$ cat config.mk
export PLATFORM = sky130hd
export DESIGN_NAME = qspi_responder
export DESIGN_NICKNAME = d
export VERILOG_FILES = /design/src/rtl/qspi_responder.sv
export SDC_FILE = /design/constraint.sdc
export NUM_CORES = 1
export LEC_CHECK = 0
export CORE_ASPECT_RATIO = 0.5
export CORE_MARGIN = 8
export CORE_UTILIZATION = 57
export CTS_BUF_LIST = sky130_fd_sc_hd__clkbuf_8 sky130_fd_sc_hd__clkbuf_16
export DETAILED_ROUTE_END_ITERATION = 8
export PLACE_DENSITY = 0.88
export SYNTH_ARGS = -nofsm -noshare
export SYNTH_HDL_FRONTEND = slang
export SYNTH_SLANG_ARGS = --single-unit
$ cat constraint.sdc
create_clock -name clk -period 6.1 [get_ports clk]
set_input_delay 0.61 -clock clk [delete_from_list [all_inputs] [get_ports clk]]
set_output_delay 0.61 -clock clk [all_outputs]
set_load 0.01 [all_outputs]
$ cat src/rtl/qspi_responder.sv
// QSPI responder: decodes controller command/address/data nibbles and services them from a byte-wide sync memory.
// Optional QSPI_RESP_SPI_CMD_EN: single-bit command phase after reset, switched to quad by command 0x35.
module qspi_responder #(
    parameter int PA         = 24,
    parameter int READ_DUMMY = 10
) (
    input  logic          clk,
    input  logic          reset_n,
    input  logic          cs_n,
    input  logic [3:0]    io_in,
    output logic [3:0]    io_out,
    output logic [3:0]    io_oe,
    output logic [PA-1:0] mem_addr,
    output logic [7:0]    mem_wdata,
    output logic          mem_we,
    output logic          mem_re,
    input  logic [7:0]    mem_rdata,
    output logic          quad_mode
);

    typedef enum logic [2:0] {IDLE, CMD_S, CMD_Q, ADDR, WDATA, DUMMY, RDATA, SKIP} state_t;

    state_t        state;
    logic [23:0]   sh;
    logic [3:0]    cnt;
    logic          is_rd;
    logic          lo_next;
    logic [7:0]    byte_q;
    logic [PA-1:0] addr;
    logic [7:0]    cmd_byte;
    logic          cmd_done;
    logic [23:0]   addr_full;

`ifdef QSPI_RESP_SPI_CMD_EN
    logic quad_q;
    assign quad_mode = quad_q;
    always_comb begin
        cmd_byte = (state == CMD_Q) ? {sh[3:0], io_in} : {sh[6:0], io_in[0]};
        cmd_done = (state == CMD_Q) || (cnt == 4'd6);
    end
`else
    assign quad_mode = 1'b1;
    always_comb begin
        cmd_byte = {sh[3:0], io_in};
        cmd_done = 1'b1;
    end
`endif

    assign addr_full = {sh[19:0], io_in};

    always_ff @(posedge clk or negedge reset_n) begin
        if (!reset_n) begin
            state     <= IDLE;
            sh        <= '0;
            cnt       <= '0;
            is_rd     <= 1'b0;
            lo_next   <= 1'b0;
            byte_q    <= '0;
            addr      <= '0;
            io_out    <= '0;
            io_oe     <= '0;
            mem_addr  <= '0;
            mem_wdata <= '0;
            mem_we    <= 1'b0;
            mem_re    <= 1'b0;
`ifdef QSPI_RESP_SPI_CMD_EN
            quad_q    <= 1'b0;
`endif
        end else begin
            mem_we <= 1'b0;
            mem_re <= 1'b0;
            if (cs_n) begin
                // deselect abandons any partial byte or in-flight read
                state <= IDLE;
                io_oe <= '0;
            end else begin
                case (state)
                    IDLE: begin
                        sh    <= quad_mode ? {20'd0, io_in} : {23'd0, io_in[0]};
                        cnt   <= '0;
                        state <= quad_mode ? CMD_Q : CMD_S;
                    end
`ifdef QSPI_RESP_SPI_CMD_EN
                    CMD_S, CMD_Q: begin
`else
                    CMD_Q: begin
`endif
                        if (cmd_done) begin
                            cnt <= '0;
                            case (cmd_byte)
                                8'hEB: begin is_rd <= 1'b1; state <= ADDR; end
                                8'h38: begin is_rd <= 1'b0; state <= ADDR; end
`ifdef QSPI_RESP_SPI_CMD_EN
                                8'h35: begin quad_q <= 1'b1; state <= SKIP; end
`endif
                                default: state <= SKIP;
                            endcase
                        end else begin
                            sh  <= {sh[22:0], io_in[0]};
                            cnt <= cnt + 4'd1;
                        end
                    end
                    ADDR: begin
                        sh  <= addr_full;
                        cnt <= cnt + 4'd1;
                        if (cnt == 4'd5) begin
                            addr    <= addr_full[PA-1:0];
                            lo_next <= 1'b0;
                            cnt     <= 4'(READ_DUMMY - 2);
                            if (is_rd) begin
                                mem_re   <= 1'b1;
                                mem_addr <= addr_full[PA-1:0];
                                state    <= DUMMY;
                            end else begin
                                state <= WDATA;
                            end
                        end
                    end
                    WDATA: begin
                        if (!lo_next) begin
                            byte_q[7:4] <= io_in;
                            lo_next     <= 1'b1;
                        end else begin
                            mem_we    <= 1'b1;
                            mem_addr  <= addr;
                            mem_wdata <= {byte_q[7:4], io_in};
                            addr      <= addr + 1'b1;
                            lo_next   <= 1'b0;
                        end
                    end
                    // the last dummy clock and every high-nibble clock share the same load
                    DUMMY, RDATA: begin
                        if (state == DUMMY && cnt != 4'd0) begin
                            cnt <= cnt - 4'd1;
                        end else if (state == RDATA && lo_next) begin
                            io_out  <= byte_q[3:0];
                            lo_next <= 1'b0;
                        end else begin
                            io_out   <= mem_rdata[7:4];
                            io_oe    <= 4'hF;
                            byte_q   <= mem_rdata;
                            mem_re   <= 1'b1;
                            mem_addr <= addr + 1'b1;
                            addr     <= addr + 1'b1;
                            lo_next  <= 1'b1;
                            state    <= RDATA;
                        end
                    end
                    SKIP: ;
                    default: state <= IDLE;
                endcase
            end
        end
    end

endmodule
## Word level (Yosys, flattened, before mapping)

Index checks and enable logic that the tools add are counted.

| cells by class | value |
|---|---|
| reductions and logical operators | 26 |
| bitwise gates (word level) | 3 |
| equality and inequality tests | 22 |
| muxes and demuxes | 43 |
| add/subtract/negate cells | 3 |

Operator list:

| kind | number |
|---|---|
| $mux W24 | 7 |
| $pmux W24 S3 | 2 |
| $pmux W20 S2 | 1 |
| $mux W4 | 8 |
| $add A24 B1 Y24 const B | 1 |
| $ne A2 B2 Y1 const B | 9 |
| $mux W8 | 2 |
| $mux W3 | 5 |
| $pmux W3 S5 | 1 |
| $reduce_and A3 Y1 | 5 |
| $eq A3 B3 Y1 const B | 4 |
| $mux W1 | 12 |
| $pmux W4 S3 | 1 |
| $reduce_and A4 Y1 | 3 |
| $ne A3 B3 Y1 const B | 3 |
| $eq A8 B6 Y1 const B | 1 |
| $eq A8 B8 Y1 const B | 1 |
| $pmux W4 S2 | 1 |
| $reduce_bool A2 Y1 | 4 |
| $reduce_or A2 Y1 | 4 |
| $reduce_and A7 Y1 | 1 |
| $eq A3 B2 Y1 const B | 2 |
| $reduce_and A6 Y1 | 1 |
| $reduce_bool A3 Y1 | 2 |
| 12 further kinds | 16 |

| word-level totals | value |
|---|---|
| output and inout bits | 43 |
| register bits | 103 |

## Longest topological paths before layout

| logic depth | value |
|---|---|
| depth after elaboration | 6 |
| gate-level depth with buffers | 9 |

## Least setup slack after synthesis

No wires, ideal clock.

| path | value |
|---|---|
| path type | flip-flop to flip-flop |
| start point | register cnt[1] |
| end point | register mem_addr[2] |
| data arrival time | 1991 ps |
| data required time | 5975 ps |
| period minus slack after synthesis | 2116 ps |
| path buffers | 1 |
| cell stages (with the launch flop) | 8 |
| setup slack | 3984 ps |
| cell sequence | dfrtp_1 inv_1 ha_1 and4bb_2 o22ai_1 nor4_4 buf_4 mux2_2 |

| on the way | value |
|---|---|
| cells in the longest elaborated chain, start to end | 4 |

Ends and longest elaborated chain:

| element | RTL line | source |
|---|---|---|
| start: declaration | 25 | `logic [3:0] cnt;` |
| start signal: assignment | 100 | `cnt <= cnt + 4'd1;` |
| start signal: assignment | 105 | `cnt <= cnt + 4'd1;` |
| start signal: assignment | 109 | `cnt <= 4'(READ_DUMMY - 2);` |
| $reduce_bool A4 Y1 | 133 | `if (state == DUMMY && cnt != 4'd0) begin` |
| $logic_and A1 B1 Y1 | 133 |  |
| $ne A2 B2 Y1 (no line) | n/a |  |
| $reduce_and A7 Y1 (no line) (*) | n/a |  |
| end signal: assignment | 112 | `mem_addr <= addr_full[PA-1:0];` |
| end signal: assignment | 125 | `mem_addr <= addr;` |
| end signal: assignment | 143 | `mem_addr <= addr + 1'b1;` |
| end: declaration | 13 | `output logic [PA-1:0] mem_addr,` |

Mark *: on every way between the ends. The rest lies on a longest branch, timed or not.
A chain may end at the register's enable or synchronous reset.

## Final worst setup path

| path | value |
|---|---|
| start point | register state[2] |
| end point | register addr[21] |

| on the way | value |
|---|---|
| cells in the longest elaborated chain, start to end | 4 |

Ends and longest elaborated chain:

| element | RTL line | source |
|---|---|---|
| start: declaration | 23 | `state_t state;` |
| start signal: assignment | 81 | `state <= quad_mode ? CMD_Q : CMD_S;` |
| $eq A3 B3 Y1 (on tied branches) | 77, 133, 135 |  |
| $reduce_or A2 Y1 (tied with other cells) | 77 | `case (state)` |
| $ne A2 B2 Y1 (no line) or $reduce_bool A3 Y1 (tied branches) | n/a |  |
| $reduce_and A6 Y1 (no line) | n/a |  |
| end signal: assignment | 107 | `addr <= addr_full[PA-1:0];` |
| end signal: assignment | 127 | `addr <= addr + 1'b1;` |
| end signal: assignment | 144 | `addr <= addr + 1'b1;` |
| end: declaration | 29 | `logic [PA-1:0] addr;` |

Parallel ways exist; a longest one is shown, timed or not.

==> impl_results.md <==
* Unrepaired setup endpoints after global routing: false
* Cell accounting for the most synthesized area: dfrtp_1
* Yosys top cell area share at between 40% and 50%
* XOR/XNOR Fraction of Synth Area at 1.855%
* Layout cells sized above 1 at under 10%
* Vias in the first global route at about 4.8k
* Multiplexer share of the synthesized area at ~5.4%
* DRT iter0 DRCs at between 600 and 700
* Vias at just over 5k
* Drc violations at 0
* Total Die Area at between 0.01 and 0.015 mm²
* CP Launch Type: flop
* TritonCTS Sinks at 100
* Post-CTS Setup Bufs at 0
* Port Buffers at 56
* Slew HR at a little under a third
* Clk_skew at around 0.0062 ns
* Synth async-reset ratio at 100.0%
* Post-route setup TNS at 0 ns
* Largest family of logic cells by synthesized area: compound AO/OA/AOI/OAI gates
* Worst Path Max Fanout at 30
* Clk_lat worst skew at ~0.35 ns
* Worst Path Arrival at approximately 3.4 ns
* Required time of the critical path at ~6.3 ns
* Fmax at about 310 MHz
* Yosys cell types at 65
* Compound-Gate Fraction of Synth Area at about a quarter
* Initial antenna violation count at 0
* Synthesis Warnings at 0
* Final Slew Violations at 0
* Initial core utilization at about three fifths
* Period utilization at a little over half
* Die W at approximately 160 µm
* N_diodes at 0
* Setup Viol. Count Final at 0
* Hold buffers post-CTS at 0
* Hpwl dp at 9952 µm
* Top_reg_cell synth: dfrtp_1
* Placed cell area at about 0.006 mm²
* H-tree depth at 3
* Clock Tree Buf Depth at 2
* First-pass GRT wire length at 24,430 µm
* Crit path kind: reg2reg
* Hold Worst Slack at 0.2142 ns
* RePlAce Congestion at 0.9255
* P per Cell Area at between 500 and 600 mW/mm²
* Worst-path clk slew at around 0.070 ns
* Row cnt at 25
* VDD IR-drop max at approximately 0.00021 V
* Simple-gate share of the synthesized area at between 10% and 20%
* Root buf cell: clkbuf_16
* Overflow after GRT at 0
* IO Count at 58
* Wire length per cell at between 20 and 25 µm
* Least-Margin Pin Slew at approximately 1.0 ns
* Antenna Nets Post-Route at 0
* Average vias per placed instance at between 6 and 7
* Fin area at ~0.0064 mm²
* DR pass1 iterations at 6
* Fin util at 67.61%
* Total core area at about 0.0095 mm²
* Post-CTS sizing at 0
* Final Hold Viols at 0
* Avg Cell Area, Syn at around 9.4 µm²
* Synth area leaders: dfrtp_1 (44%), mux2_2 (4.2%), a21oi_1 (4.2%), o21ai_0 (3.4%), nand2_1 (3.3%)
* Cts bufs inserted at 9
* Worst hold-check path type: in2async
* Area growth, synth to finish at 13.82%
* Lkg Pwr at 2.577 nW
* Syn Inst Count at 600
* Flops & latches, synth at 100
* Final WL at ~15,000 µm
* Leading cell types by count after synthesis: dfrtp_1 (100), nand2_1 (50), a21oi_1 (47), nor2_1 (39), o21ai_0 (38)
* Largest net degree at the start of global routing at 65
* Mapped Area at around 0.0057 mm²
* Final worst slack at about 2.9 ns
* Die H at approximately 87 µm
* EDFF count, synth at 0
* Sequential share of the synthesized area at around 44%
* Pre-CTS setup slack at 3.075 ns
* Maxcap violations at 0
* Count leader, synth: dfrtp_1
* Worst setup EP type: flop
* Outcome: finished clean
* Nets@finish at around 640
* Synth Area in Adders at about 1.6%
* Min cycle time layout at 3.191 ns
* CTS tree: done
* Mapped Nets at 620
* Tot GR Track Use at 22.46%
==> final cells by class <==
type	count	area, µm²
clock buffer	10	239.0
clock inverter	6	32.53
fill	729	3090
inverter	12	45.04
multi-input combinational	430	2851
sequential	100	2502
tap	135	168.9
timing repair buffer	63	610.6
==> per-layer routing <==
| metal | global-route usage, % | wire, µm | vias to the layer above |
|---|---|---|---|
| met1 | 27.05 | 6201 | 2450 |
| li1 | - | - | 2289 |
| met2 | 36.72 | 7140 | 279 |
| met3 | 5.906 | 1285 | 63 |
| met4 | 11.86 | 544 | 0 |
| met5 | 0 | 0 | - |
==> state kept, by name, indices dropped and copies added, names as in the netlist <==
name       flops
sh            20
mem_we         1
lo_next        1
byte_q         8
mem_re         1
addr          24
state          3
io_oe          1
mem_wdata      8
is_rd          1
mem_addr      24
cnt            4
io_out         4
==> logic make-up (layout without fill, tap and decap cells) <==
family / count (synthesis) / count (layout)
AOI/OAI and AO/OA: 210 / 210
buffers and inverters: 70 / 91
xor gates and xnor gates: 12 / 12
muxes: 28 / 28
adders and majority gates: 8 / 8
DFF: 100 / 100
other: 1 / 1
and+or+nand+nor: 171 / 171
==> critical path: stages (launching register included) <==
cell and delay [ns]:
dfrtp_1 0.95, inv_1 0.40, nor3_2 0.59, or4_1 0.80, a21oi_1 0.08, o22a_1 0.24
==> final timing paths <==
kind / from / to / slack (ns) / cells past startpoint
setup / recovery: state[2] / addr[21] / 2.91 / 5
hold / removal: reset_n / cnt[2] / 0.21 / 1
setup reg to reg: state[2] / addr[21] / 2.91 / 5
hold reg to reg: io_out[2] / io_out[2] / 0.49 / 2
max in group asynchronous: reset_n / addr[20] / 4.71 / 2
min in group clk: io_out[2] / io_out[2] / 0.49 / 2
==> report_power, final <==
| group | switching, mW | internal (mW) |
|---|---|---|
| Clock | 0.250 | 0.284 |
| Combinational | 0.733 | 0.679 |
| Sequential | 0.364 | 0.934 |
| Total | 1.35 | 1.90 |
==> cells in the final DEF, fill, tap and decap left out, drive strengths merged, types with 5 or more instances in the layout <==
master           n
o31a             6
mux2            21
a22oi           19
a222oi           8
nor4            12
inv             16
nand4            9
a22o            18
xor2             5
nand3           16
or3              9
and4             6
and3             6
mux2i            7
o22ai           15
clkdlybuf4s50   55
nand2b           5
a31oi           13
nand2           50
ha               5
clkbuf          10
buf              8
a21oi           51
dfrtp          100
o21ai           39
o22a             7
xnor2            7
nor2            39
nor3             8
a2bb2oi          7
==> through the flow <==
| stage | instances | power (mW) |
|---|---|---|
| 2_1_floorplan | 600 | 2.158 |
| 3_3_place_gp | 740 | 2.616 |
| 3_5_place_dp | 740 | 2.684 |
| 4_1_cts | 756 | 3.225 |
| 5_1_grt | 756 | 3.435 |
| 6_report | 756 | 3.245 |
No activity file was read; power rests on OpenSTA's default activity.
